$ cat src/rtl/vote_pkg.sv
// vote_detect shared types: mode encodings and
// the count-width helper used by every file.
package vote_pkg;

  typedef enum logic [1:0] {
    MODE_ANY = 2'b00,
    MODE_ALL = 2'b01,
    MODE_MAJ = 2'b10,
    MODE_THR = 2'b11
  } vote_mode_t;

  function automatic int cw_of(input int n);
    return $clog2(n + 1);
  endfunction

endpackage

$ cat src/rtl/vote_detect_if.sv
// vote_detect channel/control/result bundle.
// master drives din/en/mode/thr, slave is the detector.
interface vote_detect_if #(
  parameter int N = 3
);
  import vote_pkg::*;

  localparam int CW = cw_of(N);

  logic [N-1:0]  din;
  logic          en;
  vote_mode_t    mode;
  logic [CW-1:0] thr;
  logic          y;
  logic          y_rise;
  logic          y_fall;
  logic [CW-1:0] ones_cnt;

  modport master (
    output din, en, mode, thr,
    input  y, y_rise, y_fall, ones_cnt
  );

  modport slave (
    input  din, en, mode, thr,
    output y, y_rise, y_fall, ones_cnt
  );

endinterface

$ cat src/rtl/vote_detect_debounce.sv
// One channel: 2-flop synchroniser followed by a
// DB-cycle persistence filter feeding the stable bit.
module debounce_ch #(
  parameter int DB = 4
) (
  input  logic clk,
  input  logic rst_n,
  input  logic d,
  output logic q
);

  localparam int DW = (DB > 1) ? $clog2(DB) : 1;
  localparam logic [DW-1:0] C_MAX = DW'(DB - 1);

  logic          s1;
  logic          s2;
  logic [DW-1:0] c;

  always_ff @(posedge clk) begin
    if (!rst_n) begin
      s1 <= 1'b0;
      s2 <= 1'b0;
      c  <= '0;
      q  <= 1'b0;
    end else begin
      s1 <= d;
      s2 <= s1;
      if (s2 == q) begin
        c <= '0;
      end else if (c == C_MAX) begin
        q <= s2;
        c <= '0;
      end else begin
        c <= c + DW'(1);
      end
    end
  end

endmodule

$ cat src/rtl/vote_detect.sv
// N-channel debounced voter: popcount, mode mux,
// registered result with rise/fall event pulses.
module vote_detect
  import vote_pkg::*;
#(
  parameter int N  = 3,
  parameter int DB = 4
) (
  input logic          clk,
  input logic          rst_n,
  vote_detect_if.slave bus
);

  localparam int CW = cw_of(N);

  logic [N-1:0]  stable;
  logic [CW-1:0] k;
  logic          hit;
  logic          y_q;
  logic          rise_q;
  logic          fall_q;
  logic [CW-1:0] cnt_q;

  for (genvar gi = 0; gi < N; gi++) begin : g_ch
    debounce_ch #(
      .DB(DB)
    ) u_db (
      .clk  (clk),
      .rst_n(rst_n),
      .d    (bus.din[gi]),
      .q    (stable[gi])
    );
  end

  always_comb begin
    k = '0;
    for (int j = 0; j < N; j++) begin
      k = k + CW'(stable[j]);
    end
  end

  always_comb begin
    hit = 1'b0;
    unique case (bus.mode)
      MODE_ANY: hit = (k != '0);
      MODE_ALL: hit = (k == CW'(N));
      MODE_MAJ: hit = ((2 * int'(k)) > N);
      MODE_THR: hit = (k >= bus.thr);
      default:  hit = 1'b0;
    endcase
  end

  // en only gates y and its pulses; the count always tracks stable
  always_ff @(posedge clk) begin
    if (!rst_n) begin
      y_q    <= 1'b0;
      rise_q <= 1'b0;
      fall_q <= 1'b0;
      cnt_q  <= '0;
    end else begin
      cnt_q <= k;
      if (bus.en) begin
        y_q    <= hit;
        rise_q <= hit & ~y_q;
        fall_q <= ~hit & y_q;
      end else begin
        rise_q <= 1'b0;
        fall_q <= 1'b0;
      end
    end
  end

  assign bus.y        = y_q;
  assign bus.y_rise   = rise_q;
  assign bus.y_fall   = fall_q;
  assign bus.ones_cnt = cnt_q;

endmodule

$ cat src/flat_wrapper.sv
// flat-port wrapper written by rule: the top's interface ports become plain ports
module vote_detect_flat import vote_pkg::*;
#(
  parameter int N  = 3,
  parameter int DB = 4
)
  (clk, rst_n, bus_din, bus_en, bus_mode, bus_thr, bus_y, bus_y_rise, bus_y_fall, bus_ones_cnt);
  vote_detect_if #(.N(N)) bus_i ();
  input logic clk;
  input logic rst_n;
  input wire logic [$bits(bus_i.din)-1:0] bus_din;
  input wire logic [$bits(bus_i.en)-1:0] bus_en;
  input wire logic [$bits(bus_i.mode)-1:0] bus_mode;
  input wire logic [$bits(bus_i.thr)-1:0] bus_thr;
  output wire logic [$bits(bus_i.y)-1:0] bus_y;
  output wire logic [$bits(bus_i.y_rise)-1:0] bus_y_rise;
  output wire logic [$bits(bus_i.y_fall)-1:0] bus_y_fall;
  output wire logic [$bits(bus_i.ones_cnt)-1:0] bus_ones_cnt;
  assign bus_i.din = bus_din;
  assign bus_i.en = bus_en;
  assign bus_i.mode = bus_mode;
  assign bus_i.thr = bus_thr;
  assign bus_y = bus_i.y;
  assign bus_y_rise = bus_i.y_rise;
  assign bus_y_fall = bus_i.y_fall;
  assign bus_ones_cnt = bus_i.ones_cnt;
  vote_detect #(.N(N), .DB(DB)) u_core (.clk(clk), .rst_n(rst_n), .bus(bus_i));
endmodule
$ cat config.mk
export PLATFORM = sky130hd
export DESIGN_NAME = vote_detect_flat
export DESIGN_NICKNAME = d
export VERILOG_FILES = /design/src/rtl/vote_pkg.sv /design/src/rtl/vote_detect_if.sv /design/src/rtl/vote_detect_debounce.sv /design/src/rtl/vote_detect.sv /design/src/flat_wrapper.sv
export SDC_FILE = /design/constraint.sdc
export NUM_CORES = 1
export LEC_CHECK = 0
export BUFFER_PORTS_ARGS = -buffer_cell sky130_fd_sc_hd__buf_2
export CORE_AREA = 4 4 47 49
export CTS_BUF_LIST = sky130_fd_sc_hd__clkbuf_4 sky130_fd_sc_hd__clkbuf_8 sky130_fd_sc_hd__clkbuf_16
export CTS_CLUSTER_SIZE = 30
export DETAILED_ROUTE_END_ITERATION = 10
export DIE_AREA = 0 0 51 53
export GPL_TIMING_DRIVEN = 0
export PLACE_DENSITY = 0.73
export SLEW_MARGIN = 20
export SYNTH_ARGS = -nofsm -noshare
export SYNTH_HDL_FRONTEND = slang
export SYNTH_SLANG_ARGS = --single-unit
$ cat constraint.sdc
create_clock -name clk -period 2.13 [get_ports clk]
set_input_delay 0.426 -clock clk [delete_from_list [all_inputs] [get_ports clk]]
set_output_delay 0.426 -clock clk [all_outputs]
set_load 0.02 [all_outputs]
* Yosys cells after proc, flatten, opt, wreduce, memory -nomap -nowiden
Index checks and enable logic that the tools add are counted.
** Operators by class
- Add/sub/neg operators :: 5
- $lt $le $gt $ge :: 2
- Eq/ne operators :: 10
- Muxes and demuxes :: 1
- Bitwise gates (word level) :: 8
- Reductions and logical operators :: 9
** Operator list (count)
- == test 2 bit, second input constant :: 6
- OR reduction 3 bit :: 3
- AND reduction 2 bit :: 4
- adder 2 x 1 -> 2 bit, second input constant :: 3
- inverter 1 bit :: 6
- one-hot mux 1 bit (4 select lines) :: 1
- == test 1 bit :: 3
- greater-than comparator 3 x 2 -> 1 bit, second input constant :: 1
- adder 1 x 1 -> 2 bit :: 1
- adder 2 x 1 -> 2 bit :: 1
- AND 1 bit :: 2
- == test 2 x 1 -> 1 bit, second input constant :: 1
- >= comparator 2 bit :: 1
- logical NOT 2 bit :: 1
- nonzero test 2 bit :: 1
** Storage, ports and cells
- Bits in registers :: 20

* Longest topological paths before layout
Gate-level depths: netlist (run 1).
- Depth after elaboration :: 6
- Gate-level depth with buffers :: 6
- Depth with buffers taken out :: 6

* Modules after synthesis
From an unflattened synthesis (run 1), not the netlist that was laid out.
** Second synthesis, totals
- Cells, all modules :: 65
- Area total of the unflattened synthesis :: 773.2 µm²
** Modules (own cells, without submodules)
- debounce_ch :: instances 3, cells each 13, area an instance 171.4 µm²
- vote_detect :: instances 1, cells each 26, area an instance 259.0 µm²

* Least setup slack after synthesis (run 1)
Ideal clock, no wire load.
- Path type :: reg-to-reg
- Start point :: register u_core.g_ch[2].u_db.q
- End point :: register u_core.fall_q (netlist: u_core.bus.y_fall)
- Library setup time :: 61 ps
- Arrival time :: 1664 ps
- Required time :: 2069 ps
- Setup slack :: 405 ps
- Stages on the path, launching flop included :: 6
- Buffers on the path :: 0
- Period minus slack after synthesis :: 1725 ps
- Cells stage by stage :: dfxtp_1 inv_1 fa_1 ha_1 o221ai_1 and4b_2
** Between the ends
- Word-level cells in the longest chain between the ends :: 5
- Elaborated cells between the ends (all ways) :: 8
** Ends and longest elaborated chain
- start, declared :: line vote_detect_debounce.sv:9 : output logic q
- start signal, assigned :: line vote_detect_debounce.sv:24 : q <= 1'b0;
- start signal, assigned :: line vote_detect_debounce.sv:31 : q <= s2;
- adder 2 x 1 -> 2 bit * :: line vote_detect.sv:38 : k = k + CW'(stable[j]);
- greater-than comparator 3 x 2 -> 1 bit, or another cell as far along :: line vote_detect.sv:47 : MODE_MAJ: hit = ((2 * int'(k)) > N);
- one-hot mux 1 bit (4 select lines) * :: line vote_detect.sv:44 : unique case (bus.mode)
- inverter 1 bit * :: line vote_detect.sv:65 : fall_q <= ~hit & y_q;
- AND 1 bit * :: line vote_detect.sv:65
- end signal, assigned :: line vote_detect.sv:65
- end, declared :: line vote_detect.sv:21 : logic fall_q;
Mark *: on every way between the ends. The rest lies on a longest branch, timed or not.
A chain may end at the register's enable or synchronous reset.

* Worst setup path in the final report (run 1)
Same ends and word-level chain as after synthesis.

==> results of run 1 <==
worst max-delay path, stage by stage (launching register included):
cell and delay [ns]:
dfxtp_1 0.38, inv_1 0.07, fa_1 0.59, ha_1 0.24, o221ai_1 0.28, and4b_2 0.25
sequential cells by signal, indices dropped and copies added, names as in the netlist:
register,cells
u_core.g_ch.u_db.c,6
u_core.g_ch.u_db.q,3
u_core.g_ch.u_db.s1,3
u_core.g_ch.u_db.s2,3
u_core.bus.ones_cnt,2
u_core.bus.y,1
u_core.bus.y_fall,1
u_core.bus.y_rise,1
metrics by stage:
| step | std cells | util [%] |
|---|---|---|
| after detailed placement | 106 | 46.6 |
| after CTS | 110 | 48.6 |
| after global routing | 110 | 48.6 |
| after floorplan | 66 | - |
| final | 110 | 48.6 |
| after global placement | 106 | 46.6 |
layer usage:
metal  track usage (%)  share of wire [%]  up-vias
li1                  -                  -      265
met1              11.7                 46      230
met2              17.0                 45       11
met3              1.97                5.1        4
met4              9.42                3.4        0
met5                 0                  0        -
power by group through the flow:
| stage | Combinational, mW | Clock, mW | Sequential (mW) |
|---|---|---|---|
| after floorplan | 0.0172 | 0 | 0.397 |
| after global placement | 0.0322 | 0 | 0.395 |
| after detailed placement | 0.0332 | 0 | 0.395 |
| after CTS | 0.0334 | 0.226 | 0.387 |
| after global routing | 0.0380 | 0.248 | 0.388 |
| final | 0.0327 | 0.217 | 0.387 |
final cells by class:
cell class              instances  area, µm²
clock buffers                   4       36.3
well taps                      27       33.8
inverters                       5       18.8
repair buffers                 13       65.1
flip-flops and latches         20        400
plain buffers                   2       7.51
multi-input cells              39        343
fillers                       174        957
layout by cell type, fill, tap and decap left out, types with 2 or more instances in the layout:
cell	instances
clkbuf_1	2
buf_2	13
ha_1	4
and2_1	6
nor2b_1	5
xor2_1	2
mux2i_1	3
and4b_1	2
and4bb_2	2
dfxtp_1	20
inv_1	5
clkbuf_4	3
worst max path at each step:
stage,end
after floorplan,u_core.bus.y_fall
after global placement,u_core.bus.y_fall
after detailed placement,u_core.bus.y_fall
after CTS,u_core.bus.y_fall
after global routing,u_core.bus.y_fall
final,u_core.bus.y_fall
kinds of logic (layout without fill, tap and decap cells):
family,count (synthesis),count (layout),synth area share [%]
AOI/OAI and AO/OA,6,6,6.34
xor gates and xnor gates,3,3,3.42
adders and majority gates,5,5,9.11
buffers and inverters,7,24,3.42
DFF,20,20,52.0
muxes,3,3,3.90
and+or+nand+nor,22,22,21.8
==> summary.txt, run 1 <==
Outcome
  – Outcome: completed

Setup path
  – Setup crit end kind: flop
  – Worst r2r dst: u_core.bus.y_fall
  – Crit path max fanout: 3
  – CP Launch Type: flop
  – WS Path Type: reg2reg
  – FF-to-FF path depth: 5
  – Critical path arrival: roughly 2.1 ns
  – Setup crit start: u_core.g_ch[2].u_db.q
  – Worst Path Required: between 2 and 2.5 ns
  – R2r startpoint: u_core.g_ch[2].u_db.q
  – R2R setup slack: roughly 0.27 ns

Clocking
  – Root Driver: clkbuf_4
  – Worst-skew pair later-pin latency: around 0.3 ns
  – Sink Count: 20
  – H-Tree Depth: 1
  – CTS Buf Count: 3
  – CTS tree: yes
  – Clock tree buffer depth: 2
  – Post-cts sizing count: 0
  – Hold-fix buffers, CTS: 0
  – Post-CTS setup repair buffer count: 0
  – CTS clock-pin slew for the worst setup and hold paths: between 0.1 and 0.15 ns

Timing
  – Clock Skews: about 0.0010 ns
  – Least-Margin Pin Slew: roughly 0.35 ns
  – Worst hold slack: between 0.3 and 0.4 ns
  – Minimum clock period: about 1.9 ns
  – Max Slew Vio Count: 0
  – Count of final hold-check violations: 0
  – Period Utilization, post-route: between 80% and 90%
  – Max-Slew Margin vs Limit: around three quarters
  – Setup-failing EPs final: 0
  – RSZ-0062 raised after global routing: false
  – Setup TNS Final: 0 ns
  – Fmax: between 0.5 and 0.6 GHz
  – Final setup margin: ~0.27 ns

Logic synthesis
  – Sequential fraction of the synthesis area: a little over half
  – Most common library cells after synthesis: dfxtp_1 (20), and2_1 (6), inv_1 (5), nor2b_1 (5), ha_1 (4)
  – Synth Net Count: 81
  – Syn. warnings: 0
  – Synth top area cells: dfxtp_1 (52%), ha_1 (6.5%), and2_1 (4.9%)
  – Top cell type by total area after synthesis: dfxtp_1
  – Mapped Cells: 66
  – Share of the synthesized area in the top cell type: a little over half
  – Count leader, synth: dfxtp_1
  – EDFF count, synth: 0
  – Synthesized flop and latch total: 20
  – Syn avg cell area: 11.7 µm²
  – Ys flop type: dfxtp_1
  – Post-synthesis async set-or-reset flop share: 0%
  – Synth unique cells: 25
  – Post-Syn Area: 769 µm²

Placed design
  – IO buf count: 13
  – RePlAce Congestion: a little over 0.6
  – Post-DP Area: 868 µm²
  – Post-detail-place hpwl: roughly 860 µm
  – Place WS: just over 0.3 ns

Power
  – Pwr Total: ~0.64 mW
  – Clock network fraction of design power: 34.1%
  – P_leak: approximately 0.39 nW
  – Power per Cell Area: between 700 and 800 nW/µm²
  – Switching portion of total power: 20.8%
  – Switching pwr: about 0.13 mW
  – Cell-internal power: 0.504 mW
  – Max VDD drop: around 0.46 mV
  – Seq pwr share: 60.7%
  – Gate power share: around 5.1%

Floorplanning
  – IO Pins: 15
  – Starting density of the core: between 40% and 50%
  – Die H: between 50 and 60 µm
  – Die area: roughly 2700 µm²
  – Die W: 51 µm
  – Core Area: roughly 1900 µm²
  – Cell row count: 16

Worst hold path
  – Worst Hold Launch: bus_din[0]
  – Hold-critical path depth: 2
  – HP Class: in2reg
  – Hold Path End: u_core.g_ch[0].u_db.s1

Global routing
  – Global route overflow: 0
  – First-pass GRT wire length: 2.07 mm
  – Largest net degree at the start of global routing: 12
  – Vias in the first global route: between 500 and 600
  – Total Routing Usage GR: approximately a tenth
  – Initial antenna violation count: 0

Detailed routing
  – Vias: about 500
  – Iter 0 DRT Violations: 2
  – First drt pass iteration count: 3
  – DRC violations left: 0
  – Routed len/inst: 10.1 µm
  – Post-DR vias/cell: roughly 4.6
  – Detailed Route WL: between 1 and 1.5 mm
  – Post-route antenna net violation count: 0

Finish
  – Design area: roughly 900 µm²
  – # diodes: 0
  – Share of layout cells above drive strength 1: between 20% and 30%
  – Fin nets: a little under 100
  – Layout area overhead: 17.6%

Flow run
  – Max-cap violations: 0
Power figures use the tool's default switching activity.
==> inputs of run 2 (changes only) <==
--- a/config.mk
+++ b/config.mk
@@ -5,14 +5,14 @@
 export SDC_FILE = /design/constraint.sdc
 export NUM_CORES = 1
 export LEC_CHECK = 0
-export BUFFER_PORTS_ARGS = -buffer_cell sky130_fd_sc_hd__buf_2
 export CORE_AREA = 4 4 47 49
 export CTS_BUF_LIST = sky130_fd_sc_hd__clkbuf_4 sky130_fd_sc_hd__clkbuf_8 sky130_fd_sc_hd__clkbuf_16
 export CTS_CLUSTER_SIZE = 30
 export DETAILED_ROUTE_END_ITERATION = 10
 export DIE_AREA = 0 0 51 53
+export DONT_BUFFER_PORTS = 1
 export GPL_TIMING_DRIVEN = 0
-export PLACE_DENSITY = 0.73
+export PLACE_DENSITY = 0.66
 export SLEW_MARGIN = 20
 export SYNTH_ARGS = -nofsm -noshare
 export SYNTH_HDL_FRONTEND = slang
==> run 2 against run 1 <==
  * Largest power group unchanged
  * Total power decreased by 2.6%
  * Global-route usage is 0.53 points lower
  * Sequential share of layout area grew 3.4 points
  * Maximum frequency decreased by 2.6%
  * Sequential power about the same
  * Largest cell class unchanged
  * Clock power fell by 3%
  * Wire length is 0.72% lower
  * First-iteration DRC count increased to 5.5 times the previous value
  * Critical path type unchanged
  * Clock-buffer cell count did not move
  * Worst setup slack got worse by 0.050 ns
==> summary.txt, run 2 (same netlist as run 1, synthesis figures left out) <==
Global routing
  – Initial antenna violation count: 0 (unchanged)
  – First-pass GRT wire length: 1.95 mm (-6.0%)
  – Global route overflow: 0 (unchanged)
  – Total Routing Usage GR: 9.97% (-0.53 points)
  – Vias in the first global route: 458 (-11%)
  – Largest net degree at the start of global routing: 12 (unchanged)

Detailed routing
  – First drt pass iteration count: 4 (+1)
  – Vias: 466 (-8.6%)
  – Post-DR vias/cell: 4.80 (+3.6%)
  – Detailed Route WL: 1.10 mm (-0.72%)
  – DRC violations left: 0 (unchanged)
  – Post-route antenna net violation count: 0 (unchanged)
  – Routed len/inst: 11.4 µm (+13%)
  – Iter 0 DRT Violations: 11 (+9)

Setup path
  – Crit-path max cell delay: 0.59 ns (about the same)
  – WS Path Type: reg2reg
  – CP cell instances: inv_1, fa_1, ha_1, o221ai_1, and4b_2
  – Critical path arrival: 2.15 ns (+0.04 ns)
  – CP Launch Type: flop
  – Worst Path Required: 2.37 ns (about the same)
  – Slowest cell on crit path: fa_1
  – Crit path max fanout: 3 (unchanged)
  – Setup crit end kind: flop

Timing
  – Clock Skews: 0.00313 ns (+0.00212 ns)
  – Period Utilization, post-route: 89.6% (+2.4 points)
  – Minimum clock period: 1.91 ns (+0.0505 ns)
  – Max-Slew Margin vs Limit: 79.5% (+2.9 points)
  – Fmax: 0.524 GHz (-2.6%)
  – Setup TNS Final: 0 ns (unchanged)
  – Worst hold slack: 0.246 ns (-0.0753 ns)
  – RSZ-0062 raised after global routing: false
  – Least-Margin Pin Slew: 0.308 ns (-0.0436 ns)
  – Count of final hold-check violations: 0 (unchanged)
  – Setup-failing EPs final: 0 (unchanged)
  – Max Slew Vio Count: 0 (unchanged)

Clocking
  – CTS clock-pin slew for the worst setup and hold paths: 0.10 ns (about the same)
  – Hold-fix buffers, CTS: 0 (unchanged)
  – Worst-skew pair later-pin latency: 0.29 ns (about the same)
  – Post-CTS setup repair buffer count: 0 (unchanged)
  – CTS Buf Count: 3 (unchanged)
  – Clock tree buffer depth: 2 (unchanged)
  – Sink Count: 20 (unchanged)
  – Root Driver: clkbuf_4
  – CTS tree: yes
  – Post-cts sizing count: 0 (unchanged)
  – H-Tree Depth: 1 (unchanged)

Finish
  – Share of layout cells above drive strength 1: 12.9% (-14 points)
  – # diodes: 0 (unchanged)
  – Most frequent cells in the layout: dfxtp_1 (20), and2_1 (6), inv_1 (5), nor2b_1 (5), ha_1 (4)
  – Max reg flops: 6 (unchanged)
  – Fin nets: 86 (-13%)
  – Commonest non-fill, non-tap cell in the layout: dfxtp_1
  – Largest Register: u_core.g_ch.u_db.c
  – Layout area overhead: 9.11%
  – Utilization after layout: 45.1% (-3.5 points)

Floorplanning
  – Starting density of the core: 41.3% (unchanged)
  – Die H: 53 µm (unchanged)
  – Cell row count: 16 (unchanged)
  – Core Area: 1860 µm² (unchanged)
  – Die area: 2700 µm² (unchanged)
  – IO Pins: 15 (unchanged)
  – Die W: 51 µm (unchanged)

Power
  – Power per Cell Area: 738 nW/µm² (+4.9%)
  – P_leak: 0.335 nW (-15%)
  – Pwr Total: 0.620 mW (-2.6%)
  – Max VDD drop: 0.444 mV (-2.9%)

Worst hold path
  – HP Class: in2reg

Placed design
  – RePlAce Congestion: 0.726 (+17%)
  – IO buf count: 0 (-13)
  – Post-detail-place hpwl: 881 µm (+1.9%)

Flow run
  – Max-cap violations: 0 (unchanged)

Outcome
  – Outcome: completed
## run 2: through the flow
stage	cell area, µm²	setup slack (ns)	instances
finish	840	0.222	97
global route	840	0.138	97
CTS	840	0.228	97
detailed placement	803	0.258	93
global placement	803	0.309	93
floorplan	769	0.405	66
## run 2: worst paths after layout
path / start / cells past startpoint / endpoint / slack, ns
worst min-delay path: bus_en / 1 / u_core.bus.y / 0.25
worst min register to register: u_core.g_ch[2].u_db.c[0] / 1 / u_core.g_ch[2].u_db.c[0] / 0.44
worst max register to register: u_core.g_ch[2].u_db.q / 5 / u_core.bus.y_fall / 0.22
worst max-delay path: u_core.g_ch[2].u_db.q / 5 / u_core.bus.y_fall / 0.22
## run 2: cell type report
class	count	area, µm²
Buffer	2	7.51
Clock buffer	4	36.3
Fill cell	178	1020
Inverter	5	18.8
Multi-Input combinational cell	39	343
Sequential cell	20	400
Tap cell	27	33.8
## run 2: routing by layer
layer,global-route usage (%),vias up,wire length (µm)
met5,0,-,0
met4,6.73,0,13
met3,2.54,2,36
met2,17.8,7,565
met1,10.2,218,486
li1,-,239,-
## run 2: worst max-delay path: cells and delay by family, from the launching register on
kind	cells	cell delay [ns]
flip-flops	1	0.39
AND/OR/NAND/NOR	1	0.26
buffers and inverters	1	0.08
AO/OA/AOI/OAI	1	0.30
adder cells (fa/ha/maj)	2	0.84
## run 2: power breakdown
| group | internal, mW | leakage (nW) | switching (mW) |
|---|---|---|---|
| clock | 0.104 | 0.0210 | 0.106 |
| sequential | 0.383 | 0.163 | 0.00636 |
| combinational | 0.0114 | 0.151 | 0.00922 |
==> inputs of run 3 (changes only) <==
--- a/config.mk
+++ b/config.mk
@@ -12,7 +12,7 @@
 export DIE_AREA = 0 0 51 53
 export DONT_BUFFER_PORTS = 1
 export GPL_TIMING_DRIVEN = 0
-export PLACE_DENSITY = 0.66
+export PLACE_DENSITY = 0.68
 export SLEW_MARGIN = 20
 export SYNTH_ARGS = -nofsm -noshare
 export SYNTH_HDL_FRONTEND = slang
==> constraint.sdc (replaced) <==
create_clock -name clk -period 1.5 [get_ports clk]
set_input_delay 0.3 -clock clk [delete_from_list [all_inputs] [get_ports clk]]
set_output_delay 0.3 -clock clk [all_outputs]
set_load 0.02 [all_outputs]
==> run 3 against run 2 <==
  * The flow now finishes with violations (setup timing)
  * Clock power rose by 42%
  * Critical path depth did not move
  * Sequential share of layout area fell by 1.3 points
  * Final cell count rose by 3.1%
  * Clock skew rose by 0.00066 ns
  * Sequential cell count did not move
==> summary.txt, run 3 (same netlist as run 1, synthesis figures left out) <==
Outcome
  – Outcome: finished, violations left
  – Failing checks: setup timing

Timing
  – Least-Margin Pin Slew: 0.316 ns (+0.00780 ns)
  – Final setup margin: -0.189 ns (-0.410 ns)
  – Clock Skews: 0.00379 ns (+0.000656 ns)
  – RSZ-0062 raised after global routing: true
  – Count of final hold-check violations: 0 (unchanged)
  – Minimum clock period: 1.69 ns (-0.220 ns)
  – Period Utilization, post-route: 113% (+23 points)
  – Max-Slew Margin vs Limit: 78.9% (-0.52 points)
  – Worst hold slack: 0.118 ns (-0.128 ns)
  – Setup-failing EPs final: 3 (+3)
  – Max Slew Vio Count: 0 (unchanged)
  – Fmax: 0.592 GHz (+13%)

Detailed routing
  – DRC violations left: 0 (unchanged)
  – Routed len/inst: 10.7 µm (-5.6%)
  – Detailed Route WL: 1.07 mm (-2.6%)
  – Iter 0 DRT Violations: 8 (-3)
  – Vias: 460 (-1.3%)
  – Post-DR vias/cell: 4.60 (-4.2%)
  – First drt pass iteration count: 2 (-2)
  – Post-route antenna net violation count: 0 (unchanged)

Floorplanning
  – Die W: 51 µm (unchanged)
  – Die H: 53 µm (unchanged)
  – Starting density of the core: 41.3% (unchanged)
  – Core Area: 1860 µm² (unchanged)
  – IO Pins: 15 (unchanged)
  – Die area: 2700 µm² (unchanged)
  – Cell row count: 16 (unchanged)

Placed design
  – IO buf count: 0 (unchanged)
  – RePlAce Congestion: 0.687 (-5.4%)
  – Post-detail-place hpwl: 767 µm (-13%)
  – Inst Count DP: 93 (unchanged)

Worst hold path
  – HP Class: in2reg
  – Hold Path End: u_core.bus.y_rise
  – Worst Hold Launch: bus_en
  – Hold-critical path depth: 2 (+1)

Global routing
  – Initial antenna violation count: 0 (unchanged)
  – Total Routing Usage GR: 9.74% (-0.23 points)
  – Largest net degree at the start of global routing: 12 (unchanged)
  – First-pass GRT wire length: 1.87 mm (-3.9%)
  – Vias in the first global route: 466 (+1.7%)
  – Global route overflow: 0 (unchanged)

Setup path
  – Setup crit end kind: flop
  – Critical path arrival: 1.93 ns (-0.22 ns)
  – FF-to-FF path depth: 5 (unchanged)
  – R2r startpoint: u_core.g_ch[2].u_db.q
  – Worst r2r dst: u_core.bus.y_fall
  – Crit-path max cell delay: 0.57 ns (-0.02 ns)
  – Slowest cell on crit path: fa_1
  – WS Path Type: reg2reg
  – R2R setup slack: -0.19 ns (-0.41 ns)
  – Crit path max fanout: 3 (unchanged)
  – CP cell instances: inv_2, fa_1, ha_1, o221ai_2, and4b_2
  – CP Launch Type: flop
  – Worst Path Required: 1.75 ns (-0.62 ns)

Clocking
  – Hold-fix buffers, CTS: 0 (unchanged)
  – CTS clock-pin slew for the worst setup and hold paths: 0.10 ns (about the same)
  – Sink Count: 20 (unchanged)
  – Root Driver: clkbuf_4
  – Worst-skew pair later-pin latency: 0.29 ns (about the same)
  – Clock tree buffer depth: 2 (unchanged)
  – CTS tree: yes
  – CTS Buf Count: 3 (unchanged)
  – H-Tree Depth: 1 (unchanged)

Finish
  – Fin nets: 89 (+3.5%)
  – Commonest non-fill, non-tap cell in the layout: dfxtp_1
  – Largest Register: u_core.g_ch.u_db.c
  – Most frequent cells in the layout: dfxtp_1 (17), and2_1 (6), nor2b_1 (5)
  – Layout area overhead: 13.3%
  – Non-Filler Instances: 100 (+3.1%)
  – Share of layout cells above drive strength 1: 24.7% (+12 points)
  – # diodes: 0 (unchanged)
  – Max reg flops: 6 (unchanged)

Power
  – Cell-internal power: 0.708 mW (+42%)
  – Gate power share: 3.4% (about the same)
  – Power per Cell Area: 1010 nW/µm² (+37%)
  – Clock network fraction of design power: 33.9% (about the same)
  – P_leak: 0.353 nW (+5.3%)
  – Switching portion of total power: 19.7% (+0.041 points)
  – Max VDD drop: 0.557 mV (+25%)
  – Switching pwr: 0.173 mW (+42%)
  – Seq pwr share: 62.7% (about the same)

Flow run
  – Max-cap violations: 0 (unchanged)
==> run 3: changes by cell type in the layout (fill, tap and decap cells not counted), sizes merged <==
cell  delta
buf      +3
==> run 3: worst max path at each step <==
stage,slack (ns),endpoint,startpoint
finish,-0.19,u_core.bus.y_fall,u_core.g_ch[2].u_db.q
CTS,-0.23,u_core.bus.y_fall,u_core.g_ch[2].u_db.q
global placement,-0.22,u_core.bus.y_fall,u_core.g_ch[0].u_db.q
global route,-0.25,u_core.bus.y_fall,u_core.g_ch[2].u_db.q
detailed placement,-0.23,u_core.bus.y_fall,u_core.g_ch[2].u_db.q
floorplan,-0.14,u_core.bus.y_fall,u_core.g_ch[0].u_db.q
==> run 3: power groups by stage <==
stage                     clock network [mW]  logic [mW]  registers (mW)
after floorplan                            0      0.0259           0.563
after global placement                     0      0.0292           0.564
after detailed placement                   0      0.0307           0.565
after CTS                              0.310      0.0308           0.552
after global routing                   0.332      0.0355           0.554
final                                  0.299      0.0299           0.552
==> run 3: per-layer routing <==
metal | up-vias | GRT usage, % | wire [µm]
met3 | 4 | 1.69 | 42
met2 | 10 | 16.5 | 498
met4 | 0 | 9.42 | 38
met5 | - | 0 | 0
met1 | 206 | 10.1 | 493
li1 | 240 | - | -
==> run 3: layout make-up <==
type / count / area [µm²]
fillers: 174 / 990
flip-flops and latches: 20 / 404
multi-input cells: 39 / 349
clock buffers: 4 / 36.3
well taps: 27 / 33.8
repair buffers: 3 / 22.5
inverters: 5 / 18.8
plain buffers: 2 / 7.51
==> run 3: through the flow <==
stage / power, mW / TNS [ns] / util (%) / instance area, µm² / setup WS (ns)
final: 0.881 / -0.495 / 46.8 / 872 / -0.189
after global routing: 0.922 / -0.717 / 46.8 / 872 / -0.247
after CTS: 0.893 / -0.600 / 46.8 / 872 / -0.226
after detailed placement: 0.595 / -0.629 / 43.6 / 812 / -0.231
after global placement: 0.593 / -0.590 / 43.6 / 812 / -0.225
after floorplan: 0.589 / -0.339 / - / 778 / -0.142
==> run 3: worst max-delay path: cells and delay by family, from the launching register on <==
family	cells	cell delay [ns]
AO/OA/AOI/OAI	1	0.20
adder cells (fa/ha/maj)	2	0.82
buffers and inverters	1	0.04
AND/OR/NAND/NOR	1	0.24
flip-flops	1	0.35
==> run 3: what timing repair did <==
action | 4_1_cts | 5_1_grt
setup buffers | 3 | 0
setup endpoints to repair | 3 | 3
cloned | 0 | 0
pin swaps | 5 | 2
resized for setup | 2 | 0
